===== src/rtl/tick_sched_pkg.sv =====
// Shared types and default sizing for the tick scheduler slice.
package tick_sched_pkg;

  localparam int NUM_CH_DEF = 4;
  localparam int CNT_W_DEF  = 16;

  typedef enum logic {
    G_IDLE  = 1'b0,
    G_OFFER = 1'b1
  } grant_state_t;

endpackage


===== src/rtl/tick_channel.sv =====
// One tick channel: divisor register, reload down-counter, pending and sticky overrun flags.
module tick_channel #(
  parameter int CNT_W = 16
) (
  input  logic             clk_in,
  input  logic             reset,
  input  logic             run,
  input  logic             wr,
  input  logic [CNT_W-1:0] wr_div,
  input  logic             ack,
  input  logic             ovr_clr,
  output logic             pending,
  output logic             overrun
);

  localparam logic [CNT_W-1:0] ONE = CNT_W'(1);

  logic [CNT_W-1:0] div_reg;
  logic [CNT_W-1:0] cnt;
  logic             expire;
  logic             ovr_set;

  assign expire  = run && (div_reg != '0) && (cnt == '0);
  // An ack landing on the expiry cycle hands the slot straight to the new tick.
  assign ovr_set = expire && pending && !ack && !wr;

  always_ff @(posedge clk_in or negedge reset) begin
    if (!reset) begin
      div_reg <= '0;
      cnt     <= '0;
    end else if (wr) begin
      div_reg <= wr_div;
      cnt     <= (wr_div == '0) ? '0 : wr_div - ONE;
    end else if (run && div_reg != '0) begin
      cnt     <= (cnt == '0) ? div_reg - ONE : cnt - ONE;
    end
  end

  always_ff @(posedge clk_in or negedge reset) begin
    if (!reset)      pending <= 1'b0;
    else if (wr)     pending <= 1'b0;
    else if (expire) pending <= 1'b1;
    else if (ack)    pending <= 1'b0;
  end

  // A new miss beats a coincident clear.
  always_ff @(posedge clk_in or negedge reset) begin
    if (!reset)       overrun <= 1'b0;
    else if (ovr_set) overrun <= 1'b1;
    else if (ovr_clr) overrun <= 1'b0;
  end

endmodule


===== src/rtl/tick_scheduler.sv =====
// Periodic tick channels sharing one engine slot via a round-robin grant/ack handshake.
module tick_scheduler
  import tick_sched_pkg::*;
#(
  parameter int NUM_CH = NUM_CH_DEF,
  parameter int CNT_W  = CNT_W_DEF
) (
  input  logic                      clk_in,
  input  logic                      reset,
  input  logic                      run,
  input  logic                      cfg_valid,
  output logic                      cfg_ready,
  input  logic [$clog2(NUM_CH)-1:0] cfg_ch,
  input  logic [CNT_W-1:0]          cfg_div,
  output logic                      grant_valid,
  output logic [$clog2(NUM_CH)-1:0] grant_ch,
  input  logic                      grant_ack,
  output logic [NUM_CH-1:0]         overrun,
  input  logic                      ovr_clr
);

  localparam int CH_W = $clog2(NUM_CH);

  grant_state_t      state, state_nxt;
  logic              cfg_blk;
  logic              wr_acc;
  logic [NUM_CH-1:0] pending;
  logic [NUM_CH-1:0] ack_vec;
  logic [CH_W-1:0]   rr_ptr;
  logic [CH_W-1:0]   sel;
  logic [CH_W-1:0]   idx;
  logic              sel_vld;

  // Write port takes one write, then rests a cycle.
  assign cfg_ready = ~cfg_blk;
  assign wr_acc    = cfg_valid & cfg_ready;

  always_ff @(posedge clk_in or negedge reset) begin
    if (!reset) cfg_blk <= 1'b0;
    else        cfg_blk <= wr_acc;
  end

  for (genvar i = 0; i < NUM_CH; i++) begin : g_ch
    assign ack_vec[i] = grant_valid && grant_ack && (grant_ch == CH_W'(i));

    tick_channel #(.CNT_W(CNT_W)) u_ch (
      .clk_in  (clk_in),
      .reset   (reset),
      .run     (run),
      .wr      (wr_acc && (cfg_ch == CH_W'(i))),
      .wr_div  (cfg_div),
      .ack     (ack_vec[i]),
      .ovr_clr (ovr_clr),
      .pending (pending[i]),
      .overrun (overrun[i])
    );
  end

  // Scan from farthest to nearest so the channel right after rr_ptr wins.
  always_comb begin
    sel     = '0;
    sel_vld = 1'b0;
    idx     = '0;
    for (int k = NUM_CH; k >= 1; k--) begin
      idx = CH_W'((int'(rr_ptr) + k) % NUM_CH);
      if (pending[idx]) begin
        sel     = idx;
        sel_vld = 1'b1;
      end
    end
  end

  always_ff @(posedge clk_in or negedge reset) begin
    if (!reset) state <= G_IDLE;
    else        state <= state_nxt;
  end

  always_comb begin
    state_nxt = state;
    case (state)
      G_IDLE:  if (sel_vld)   state_nxt = G_OFFER;
      G_OFFER: if (grant_ack) state_nxt = G_IDLE;
      default:                state_nxt = G_IDLE;
    endcase
  end

  always_ff @(posedge clk_in or negedge reset) begin
    if (!reset) begin
      grant_ch <= '0;
      rr_ptr   <= CH_W'(NUM_CH - 1);
    end else if (state == G_IDLE && sel_vld) begin
      grant_ch <= sel;
      rr_ptr   <= sel;
    end
  end

  assign grant_valid = (state == G_OFFER);

endmodule


===== config.mk =====
export PLATFORM = sky130hd
export DESIGN_NAME = tick_scheduler
export DESIGN_NICKNAME = d
export VERILOG_FILES = /design/src/rtl/tick_sched_pkg.sv /design/src/rtl/tick_channel.sv /design/src/rtl/tick_scheduler.sv
export SDC_FILE = /design/constraint.sdc
export NUM_CORES = 1
export LEC_CHECK = 0
export BUFFER_PORTS_ARGS = -buffer_cell sky130_fd_sc_hd__buf_4
export CAP_MARGIN = 20
export CORE_UTILIZATION = 55
export DETAILED_ROUTE_END_ITERATION = 12
export GPL_TIMING_DRIVEN = 1
export PLACE_DENSITY = 0.75
export SKIP_CTS_REPAIR_TIMING = 1
export SLEW_MARGIN = 10
export SYNTH_ARGS = -nofsm -noshare
export SYNTH_HDL_FRONTEND = slang
export SYNTH_SLANG_ARGS = --single-unit

===== constraint.sdc =====
create_clock -name clk_in -period 3.06 [get_ports clk_in]
set_input_delay 0.459 -clock clk_in [delete_from_list [all_inputs] [get_ports clk_in]]
set_output_delay 0.459 -clock clk_in [all_outputs]
set_load 0.005 [all_outputs]

==> impl_results.md <==
- Slowest stage delay, CP: 0.47 ns
- Worst path cell trace: nor4_2 > nand4_1 > nor2_2 > a21oi_2 > ha_2 > or4b_4 > or3_4 > a21o_1 > or3_4 > a2111oi_2 > or2_1
- DIE AREA: 17000 um2
- Initial antenna violation count: 0
- Most frequent cells in the layout: 236 x nand2_1, 136 x dfrtp_1, 107 x buf_4
- Worst Setup EP: g_ch[2].u_ch.cnt[10]
- Rows: 46
- Pin count of the biggest net entering global routing: 58
- Syn Nets: 1164
- Clock Latency Late Sink: 0.44 ns
- CP Buf/Inv Count: 0
- Die width: 130 um
- Most common cell after layout, fill and taps aside: nand2_1
- RSZ-0062 raised after global routing: yes
- Iteration-0 DRC count of the detailed router: 1198
- Yosys warns: 0
- First-pass iteration count of the detailed router: 6
- Cell area power density: 707 nW/um2
- CTS tree: done
- Antenna viol nets, final: 0
- Worst setup margin: -0.00280 ns
- Register bit total from synthesis: 142
- R2R cell count: 11
- Clock transition at path regs: 0.06 ns
- Die Y: 130 um
- Top Family by Delay on Critical Path: simple AND/OR/NAND/NOR gates
- Gr ovfl total: 0
- Most Crowded Layer GR: met2
- Fill cells: 1374
- Placed cells: 1377
- DRC violations left: 0
- Critical path class: reg2reg
- CP Depth: 11
- Hold Fails Final Rpt: 0
- Worst path slowest cell: or4b_4
- Number of global-route vias before repair: 8473
- GR Util met3: 7.38%
- Synth cell types: 89
- Vias: 9359
- HP Class: in2reg
- Gpl congestion: 1.00
- H-tree depth: 4
- Fin crit share: 100%
- Worst Skew: 0.00962 ns
- Worst setup EP type: register
- M1 GR Usage: 49.0%
- Startpoint Class: register
- Final Slew Violations: 0
- Max Cap Viol: 0
- Clock Tree Buf Depth: 2
- Count of final setup violators: 1
- Synth Cell Area: 9040 um2
- Hold_ws: 0.230 ns
- Max Freq: 326 MHz
- Avg Cell Area, Syn: 7.97 um2
- FF+latch area: 3560 um2
- Initial Util: 56.7%
- Lkg Pwr: 4.34 nW
- Worst setup startpoint: g_ch[2].u_ch.cnt[10]
- Gr usage total: 35.7%
- Seq/Total Area, Yosys: 39.3%
- Worst endpoint required time: 3.43 ns
- CP max FO: 5
- Reg2reg end: g_ch[2].u_ch.cnt[10]
- Wire per inst: 20.4 um
- I/O pins: 32
- Area occupied by multi-input gates: 5180 um2
- Ys async rst share: 100%
- Number of synthesized flops with an enable pin: 0
- Area Growth Syn to Fin: 16.6%
- Port Buffers: 31
- Final #Nets: 1219
- DP Worst Slack: 0.0634 ns
- Register-to-register setup slack: -0.003 ns
- Layout cells sized above 1: 16.6%
- Root Driver: clkbuf_16
- GR Layer Usage met2: 53.4%
- Most used DFF post-synth: dfrtp_1
- Crit path top cell by count: or3_4
- DP Wirelength: 19.4 mm
- WL final: 28.9 mm
- Core area: 15900 um2
- Vias/cell: 6.60
- Tot Pwr: 7.46 mW
- Worst slew margin: 38.8%
- RR Startpoint: g_ch[2].u_ch.cnt[10]
- Final Non-Filler Cells: 1419
- Status: finished with violations
- Failing checks: setup timing
- Diodes inserted: 0
- Inserted Clock Buffers: 17
- Worst VDD drop: 0.458 mV
- Syn Inst Count: 1135
- Worst slew pin tran: 0.914 ns
- Final min period: 3.06 ns
- Arr. time, crit path: 3.44 ns
- Clock sinks: 142
- First-pass GRT wire length: 45.5 mm
[Yosys cell counts (5+ instances only)]
| library cell | n | area, um2 |
|---|---|---|
| nand2_1 | 236 | 886 |
| dfrtp_1 | 140 | 3500 |
| o21ai_0 | 85 | 425 |
| nor2_1 | 83 | 312 |
| a21oi_1 | 75 | 375 |
| clkbuf_1 | 58 | 218 |
| nor3_1 | 40 | 200 |
| nand3_1 | 37 | 185 |
| nor4_1 | 26 | 163 |
| or3_1 | 25 | 156 |
| o22ai_1 | 22 | 138 |
| inv_1 | 20 | 75.1 |
| o31ai_1 | 19 | 143 |
| a31oi_1 | 16 | 100 |
| a21boi_0 | 14 | 105 |
| mux2i_1 | 14 | 140 |
| o211ai_1 | 14 | 105 |
| nand4_1 | 12 | 75.1 |
| o221ai_1 | 12 | 105 |
| buf_4 | 8 | 60.1 |
| o21a_1 | 8 | 60.1 |
| or2_2 | 8 | 50.1 |
| or4_1 | 8 | 60.1 |
| a211oi_1 | 7 | 52.6 |
| a31o_2 | 6 | 52.6 |
| a22oi_1 | 5 | 37.5 |
| buf_2 | 5 | 25.0 |
| ha_1 | 5 | 62.6 |
| xnor2_1 | 5 | 43.8 |
| xor2_1 | 5 | 43.8 |
[final cells by class]
class                           instances  share of cell area, %
Multi-Input combinational cell        899                   49.1
Sequential cell                       142                   33.8
Timing Repair Buffer                  110                   8.01
Clock buffer                           19                   4.29
Tap cell                              216                   2.56
Clock inverter                         13                   1.53
Inverter                               20                  0.712
[per-stage QoR]
step | TNS (ns) | area, um2 | util, %
after floorplan | -0.0692 | 9080 | -
after CTS | 0 | 10400 | 65.2
final | -0.00280 | 10500 | 66.2
after detailed placement | 0 | 9790 | 61.4
after global placement | 0 | 9790 | 61.4
after global routing | -0.0623 | 10500 | 66.2
[per-layer routing]
layer  wire length (um)  up-vias
met3               2500      109
met4               1310        0
met5                  0        -
li1                   -     4315
met2              12900      504
met1              12200     4431
[how the worst min path moves through the flow]
stage | endpoint | cells past startpoint | start | slack, ns
floorplan | cfg_blk | 0 | reset | 0.16
global placement | g_ch[2].u_ch.div_reg[2] | 1 | reset | 0.44
detailed placement | g_ch[2].u_ch.div_reg[2] | 1 | reset | 0.44
CTS | g_ch[2].u_ch.div_reg[2] | 1 | reset | -0.02
global route | grant_valid | 2 | grant_ack | 0.23
finish | grant_valid | 2 | grant_ack | 0.23
[cell families after synthesis]
group	Yosys count	synth area share, %
AOI/OAI and AO/OA	345	25.2
xor gates and xnor gates	10	0.968
DFF	142	39.3
buffers and inverters	94	4.61
adders and majority gates	5	0.692
muxes	15	1.67
and+or+nand+nor	524	27.6
[power breakdown]
| group | leakage, nW | switching [mW] | total (mW) | internal [mW] |
|---|---|---|---|---|
| sequential | 1.75 | 0.628 | 3.01 | 2.38 |
| clock | 0.292 | 0.847 | 2.17 | 1.33 |
| combinational | 2.29 | 1.28 | 2.28 | 0.993 |
| total | 4.34 | 2.76 | 7.46 | 4.70 |
[worst register-to-register path, cell delays in order (launching register included)]
cell	delay, ns
dfrtp_2	0.42
nor4_2	0.09
nand4_1	0.16
nor2_2	0.10
a21oi_2	0.17
ha_2	0.20
or4b_4	0.47
or3_4	0.35
a21o_1	0.22
or3_4	0.39
a2111oi_2	0.29
or2_1	0.14
Power figures use the tool's default switching activity.
